===== config.mk =====
export PLATFORM = sky130hd
export DESIGN_NAME = ef_smsdac8_seq
export DESIGN_NICKNAME = d
export VERILOG_FILES = /design/src/rtl/ef_smsdac8_seq.sv
export SDC_FILE = /design/constraint.sdc
export NUM_CORES = 1
export LEC_CHECK = 0
export ABC_CLOCK_PERIOD_IN_PS = 9060
export CAP_MARGIN = 20
export CORE_ASPECT_RATIO = 1.4
export CORE_UTILIZATION = 50
export DETAILED_ROUTE_END_ITERATION = 10
export PLACE_DENSITY_LB_ADDON = 0.1
export REMOVE_ABC_BUFFERS = 1
export SLEW_MARGIN = 20
export SYNTH_ARGS = -nofsm -noshare
export SYNTH_HDL_FRONTEND = slang
export SYNTH_SLANG_ARGS = --single-unit
export TNS_END_PERCENT = 1

===== constraint.sdc =====
create_clock -name i_clk -period 9.06 [get_ports i_clk]
set_input_delay 1.812 -clock i_clk [delete_from_list [all_inputs] [get_ports i_clk]]
set_output_delay 1.812 -clock i_clk [all_outputs]
set_load 0.02 [all_outputs]

===== src/rtl/ef_smsdac8_seq.sv =====
// ef_smsdac8_seq: sample-rate sequencer for the 8-bit segmented mismatch-shaping DAC.
// Buffers host samples, paces them at one per i_osr+1 cycles and soft-ramps to/from mid-scale.
module ef_smsdac8_seq #(
  parameter int DEPTH = 4,
  parameter int OSR_W = 4
) (
  input  logic             i_clk,
  input  logic             i_rst,
  input  logic [OSR_W-1:0] i_osr,
  input  logic             i_valid,
  input  logic [7:0]       i_data,
  output logic             o_ready,
  input  logic             i_mute,
  input  logic             i_dith_cfg,
  output logic [7:0]       o_x,
  output logic             o_en_enc,
  output logic             o_en_dith,
  output logic             o_strobe,
  output logic             o_underrun
);

  localparam int AW = $clog2(DEPTH);
  localparam logic [7:0]       MID      = 8'h80;
  localparam logic [AW:0]      PTR_ZERO = {(AW+1){1'b0}};
  localparam logic [AW:0]      PTR_ONE  = {{AW{1'b0}}, 1'b1};
  localparam logic [AW:0]      FULL_LVL = (AW+1)'(DEPTH);
  localparam logic [OSR_W-1:0] CNT_ZERO = {OSR_W{1'b0}};
  localparam logic [OSR_W-1:0] CNT_ONE  = {{(OSR_W-1){1'b0}}, 1'b1};

  typedef enum logic [1:0] {
    IDLE  = 2'd0,
    RUP   = 2'd1,
    RUN   = 2'd2,
    RDOWN = 2'd3
  } state_t;

  state_t           state_r;
  state_t           state_nxt_s;
  logic [OSR_W-1:0] cnt_r;
  logic             tick_s;
  logic [7:0]       mem_r [DEPTH];
  logic [AW:0]      wr_ptr_r;
  logic [AW:0]      rd_ptr_r;
  logic [AW:0]      level_s;
  logic             full_s;
  logic             empty_s;
  logic             push_s;
  logic             pop_s;
  logic             flush_s;
  logic [7:0]       head_s;
  logic [7:0]       x_r;
  logic             en_enc_r;
  logic             en_dith_r;
  logic             strobe_r;
  logic             underrun_r;

  // One LSB toward the target; the unsigned compare means 8'h00/8'hFF never wrap.
  function automatic logic [7:0] step_toward(input logic [7:0] cur, input logic [7:0] tgt);
    logic [7:0] res;
    if (cur < tgt) begin
      res = cur + 8'd1;
    end else if (cur > tgt) begin
      res = cur - 8'd1;
    end else begin
      res = cur;
    end
    return res;
  endfunction

  assign tick_s  = (cnt_r >= i_osr);
  assign level_s = wr_ptr_r - rd_ptr_r;
  assign full_s  = (level_s == FULL_LVL);
  assign empty_s = (level_s == PTR_ZERO);
  assign head_s  = mem_r[rd_ptr_r[AW-1:0]];
  assign o_ready = ~full_s & (state_r != RDOWN);
  assign push_s  = i_valid & o_ready;

  assign o_x        = x_r;
  assign o_en_enc   = en_enc_r;
  assign o_en_dith  = en_dith_r;
  assign o_strobe   = strobe_r;
  assign o_underrun = underrun_r;

  // Free-running prescaler; >= tolerates i_osr being lowered mid-count.
  always_ff @(posedge i_clk or posedge i_rst) begin
    if (i_rst) begin
      cnt_r <= CNT_ZERO;
    end else if (tick_s) begin
      cnt_r <= CNT_ZERO;
    end else begin
      cnt_r <= cnt_r + CNT_ONE;
    end
  end

  // FIFO storage; contents are don't-care while the pointers mark it empty.
  always_ff @(posedge i_clk) begin
    if (push_s) begin
      mem_r[wr_ptr_r[AW-1:0]] <= i_data;
    end
  end

  // FIFO pointers; the end of a ramp-down discards anything still queued.
  always_ff @(posedge i_clk or posedge i_rst) begin
    if (i_rst) begin
      wr_ptr_r <= PTR_ZERO;
      rd_ptr_r <= PTR_ZERO;
    end else if (flush_s) begin
      wr_ptr_r <= PTR_ZERO;
      rd_ptr_r <= PTR_ZERO;
    end else begin
      if (push_s) begin
        wr_ptr_r <= wr_ptr_r + PTR_ONE;
      end
      if (pop_s) begin
        rd_ptr_r <= rd_ptr_r + PTR_ONE;
      end
    end
  end

  // Next-state, pop and flush decode; everything advances only on a tick.
  always_comb begin
    state_nxt_s = state_r;
    pop_s       = 1'b0;
    flush_s     = 1'b0;
    if (tick_s) begin
      case (state_r)
        IDLE: begin
          if (!i_mute && !empty_s) begin
            state_nxt_s = RUP;
          end else begin
            state_nxt_s = IDLE;
          end
        end
        RUP: begin
          if (i_mute) begin
            state_nxt_s = RDOWN;
          end else if (!empty_s && (x_r == head_s)) begin
            pop_s       = 1'b1;
            state_nxt_s = RUN;
          end else begin
            state_nxt_s = RUP;
          end
        end
        RUN: begin
          if (i_mute) begin
            state_nxt_s = RDOWN;
          end else if (!empty_s) begin
            pop_s       = 1'b1;
            state_nxt_s = RUN;
          end else begin
            state_nxt_s = RUN;
          end
        end
        RDOWN: begin
          if (x_r == MID) begin
            flush_s     = 1'b1;
            state_nxt_s = IDLE;
          end else begin
            state_nxt_s = RDOWN;
          end
        end
        default: begin
          state_nxt_s = IDLE;
        end
      endcase
    end else begin
      state_nxt_s = state_r;
    end
  end

  // Sequencer state and all registered DAC-side outputs.
  always_ff @(posedge i_clk or posedge i_rst) begin
    if (i_rst) begin
      state_r    <= IDLE;
      x_r        <= MID;
      en_enc_r   <= 1'b0;
      en_dith_r  <= 1'b0;
      strobe_r   <= 1'b0;
      underrun_r <= 1'b0;
    end else begin
      state_r    <= state_nxt_s;
      en_dith_r  <= i_dith_cfg & (state_nxt_s == RUN);
      strobe_r   <= tick_s & (state_r != IDLE);
      underrun_r <= tick_s & (state_r == RUN) & ~i_mute & empty_s;
      if (tick_s) begin
        case (state_r)
          IDLE: begin
            x_r      <= MID;
            en_enc_r <= 1'b0;
          end
          RUP: begin
            en_enc_r <= 1'b1;
            if (!i_mute && !empty_s) begin
              x_r <= step_toward(x_r, head_s);
            end
          end
          RUN: begin
            en_enc_r <= 1'b1;
            if (pop_s) begin
              x_r <= head_s;
            end
          end
          RDOWN: begin
            en_enc_r <= (x_r != MID);
            x_r      <= step_toward(x_r, MID);
          end
          default: begin
            x_r      <= MID;
            en_enc_r <= 1'b0;
          end
        endcase
      end
    end
  end

endmodule


# After elaboration in Yosys (flattened, before gate mapping)
# Memories as Yosys holds them, arrays and structs flattened.
# Cells that the tools add are included.
# totals
ram_bits,32
ff_bits,24
n_memories,1
output_inout_bits,13
# classes
n_bitwise,9
eq_ne,13
addsub,6
reduce_logical,11
n_lt_le_gt_ge,5
muxes,31
# mem_list
memory,depth,word_bits,rd,rd_clocked_by_memory_dff,write_ports,line,text
mem_r,4,8,1,0,1,41,logic [7:0] mem_r [DEPTH];
# op_table
operator,count
$mux 8,6
$pmux 8 s4,1
$mux 1,12
$mux 3,4
$add 8x1->8 const B,1
$eq 8x8->1,1
$eq 8x8->1 const B,1
$gt 8x8->1,1
$gt 8x8->1 const B,1
$lt 8x8->1,1
$lt 8x8->1 const B,1
$mux 2,4
$ne 8x8->1 const B,1
$pmux 2 s4,1
$sub 8x1->8 const B,1
$and 1x1->1,7
$add 3x1->3 const B,2
$eq 2x2->1 const B,3
$ne 2x2->1 const B,3
$ne 3x3->1 const B,2
$reduce_bool 2->1,3
$reduce_and 5->1,1
$add 4x1->4 const B,1
$ge 4x4->1,1
other kinds (12),15

# Depth between registers and ports, before layout
# logic_depth
depth_word,10
mapped_depth,11
mapped_depth_nobuf,10

# Worst setup path after synthesis
# Ideal clock, no wire load.
# synth_path
path_type,input to register
startpoint,in i_osr[0]
endpoint,reg x_r[7] (netlist: o_x[7])
setup_time_ns,0.081
setup_slack_ns,5.449
arrival_ns,3.529
path_buffers,1
path_stages,9
t_required_ns,8.979
path_cell_list,ha_1 nand2b_1 a21oi_1 o21a_1 buf_2 a311o_1 a221oi_4 mux2_1 o211ai_1
# synth_via
elab_chain_len,4
# synth_rtl
item,line,text
"start, declared",9,"input logic [OSR_W-1:0] i_osr,"
$ge 4x4->1 (*),70,assign tick_s = (cnt_r >= i_osr);
$mux 1,125,if (tick_s) begin
$ne 2x2->1 (no source line),-,
$reduce_and 5->1 (no source line) (*),-,
"end signal, assigned",194,"x_r <= step_toward(x_r, head_s);"
"end signal, assigned",200,x_r <= head_s;
"end signal, assigned",205,"x_r <= step_toward(x_r, MID);"
"end, declared",51,logic [7:0] x_r;
# Mark *: on every way between the ends. The rest lies on a longest branch, timed or not.
# A chain may end at the register's enable or synchronous reset.

# Final worst setup path
# layout_path
startpoint,reg rd_ptr_r[0]
endpoint,out o_ready
# layout_via
elab_chain_len,4
# layout_rtl
item,line,text
"start, declared",43,logic [AW:0] rd_ptr_r;
"start signal, assigned",115,rd_ptr_r <= rd_ptr_r + PTR_ONE;
$sub 3x3->3,71,assign level_s = wr_ptr_r - rd_ptr_r;
$eq 3x3->1,72,assign full_s = (level_s == FULL_LVL);
$not 1->1,75,assign o_ready = ~full_s & (state_r != RDOWN);
$and 1x1->1,75,
"end, declared",12,"output logic o_ready,"
# Every way passes these cells.

==> reports/qor.yml <==
ctsResizeCount: 0
area_growth_pct: 12.5
vias: 2276
start_util: 0.528
synth_mux_area_frac: 0.0697
yosysTopAreaCell: "edfxtp_1"
path_class: "reg -> out"
grt_max_degree: 25
drtPass1Iterations: 6
synth_cell_types: 60
fin_worst_skew_ns: 0.0152
viasPerCell: 5.84
dpl.cell_count: 382
wl_per_cell_um: 16.6
p_leak_nw: 1.49
synth_area_leaders: "edfxtp_1 (29%), dfrtp_1 (17%), ha_1 (11%)"
ys_seq_area_frac: 0.470
synth_common_cells: "edfxtp_1 (32), nand2_1 (29), ha_1 (28)"
setup_viol: 0
die-height_um: 98.4
post-dp-hpwl_mm: 4.89
critPathMaxFanout: 11
drc: 0
cts_buffers: 5
synth-simple-area-share: 0.139
die_x_um: 70.9
core_um2: 6300
ys.flop_type: "edfxtp_1"
cts_buffer_depth: 2
fin_setup_tns_ns: 0
synthAdderAreaFrac: 0.105
worstSetupEndpointType: "primary output"
yosys.area.top_type_share: 0.289
grt_overflow_total: 0
cts_tree: "built"
syn_area_um2: 3320
clock-root-buffer: "clkbuf_8"
antenna_found_initial: 0
fill_cells: 534
hold_path_class: "reg -> reg"
cts_setup_buffers: 0
period_needed_ns: 4.51
status: "completed"
finalMaxSlewViolations: 0
dieArea_um2: 6980
yosys.cell_count.top_type: "edfxtp_1"
port_buffers: 29
ctsHtreeMaxLevel: 2
synthXorXnorAreaFrac: 0.0392
fin_cells: 390
worst_ep_required_time_ns: 7.25
cts_sinks: 56
sequential_cell_area_um2: 1560
ir_worst_vdd_mv: 0.137
place_congestion: 0.849
grt_pass1_wl_mm: 11.1
drt-initial-drc-count: 232
synth_top_family_by_area: "simple AND/OR/NAND/NOR gates"
min_period_over_period: 0.498
antenna_cells: 0
rows: 34
postSynthCellCount: 293
synth.ff_latch_count: 56
hold_violations: 0
layout.nets: 362
drive_above_1_share: 0.0975
max_freq_mhz: 222
grt_usage: 0.206
multi_input_area_um2: 1610
max_slew_margin: 0.363
synth.avg_cell_area_um2: 11.3
async_flop_share: 0.429
insertion_delay_ns: 0.31
synth-edff-count: 32
drtAntennaViolNets: 0
rsz0062_at_grt: "no"
synth_compound_area_frac: 0.132
worstSetupStartpointType: "flop"
arrival_ns: 2.70
max_cap_viol_count: 0
ctsHoldBuffers: 0
powerDensity_nw_per_um2: 310
drt_wl_total_mm: 6.46
clk_pin_slew_worst_paths_ns: 0.10
tightest_slew_ns: 0.954
yosysWarnings: 0
first_global_vias: 2258
ios: 30
[state kept, by name (all words and copies together), names as in the netlist]
signal	flops
o_x	8
rd_ptr_r	3
o_strobe	1
o_en_enc	1
o_en_dith	1
state_r	2
wr_ptr_r	3
cnt_r	4
mem_r	32
o_underrun	1
[metal layers]
metal / global-route usage / part of all wire / up-vias
li1: - / - / 1116
met1: 0.253 / 0.42 / 1113
met2: 0.373 / 0.54 / 42
met3: 0.0286 / 0.028 / 5
met4: 0.0631 / 0.012 / 0
met5: 0 / 0 / -
[layout by cell type (no fill, tap or decap), types with 7 or more instances in the layout]
cell type and instances:
nor2_1 24, nand2_1 29, inv_1 23, o21ai_0 8
mux4_2 8, ha_1 28, clkdlybuf4s50_1 29, dfrtp_1 23
edfxtp_1 32, a21oi_1 9, xnor2_1 7, nand3_1 8
[worst max-delay path, stage by stage (launching register included)]
cell and delay (ns):
dfrtp_1 0.74, ha_1 0.24, nor2b_1 0.20, xnor2_2 0.11, a31oi_1 0.41, clkdlybuf4s50_1 0.70
[area by class of cell]
type                            count  area share
Clock inverter                      3     0.00636
Tap cell                           72      0.0241
Timing Repair Buffer               29      0.0777
Inverter                           23      0.0231
Sequential cell                    56       0.418
Clock buffer                        5      0.0184
Multi-Input combinational cell    202       0.432
[power by group]
group          switching (mW)  internal, mW  leakage, nW
clock network          0.0840        0.0550       0.0404
registers              0.0761         0.342        0.607
logic                   0.346         0.257        0.843
[cell families (layout without fill, tap and decap cells)]
group | count (synthesis) | after routing
AO/OA/AOI/OAI | 55 | 55
XOR/XNOR | 14 | 14
adder cells (fa/ha/maj) | 28 | 28
buffers and inverters | 35 | 60
flip-flops | 56 | 56
multiplexers | 13 | 13
AND/OR/NAND/NOR | 92 | 92
[through the flow]
| stage | worst slack (ns) | power [mW] | instance area, um2 | utilization | hold WS, ns |
|---|---|---|---|---|---|
| 2_1_floorplan | 5.49 | 0.852 | 3260 | - | 0.454 |
| 3_3_place_gp | 4.88 | 1.02 | 3640 | 0.579 | 0.481 |
| 3_5_place_dp | 4.84 | 1.03 | 3640 | 0.579 | 0.482 |
| 4_1_cts | 4.50 | 1.17 | 3740 | 0.593 | 0.505 |
| 5_1_grt | 4.34 | 1.25 | 3740 | 0.593 | 0.539 |
| 6_report | 4.55 | 1.16 | 3740 | 0.593 | 0.501 |
[final timing paths]
check | from | end | slack, ns | cells past startpoint
setup / recovery | rd_ptr_r[0] | o_ready | 4.55 | 5
hold / removal | cnt_r[0] | cnt_r[0] | 0.50 | 1
setup reg to reg | rd_ptr_r[0] | o_x[7] | 5.64 | 10
hold reg to reg | cnt_r[0] | cnt_r[0] | 0.50 | 1
max in group asynchronous | i_rst | wr_ptr_r[0] | 6.46 | 2
min in group asynchronous | i_rst | o_x[4] | 2.00 | 2
Power figures use the tool's default switching activity.
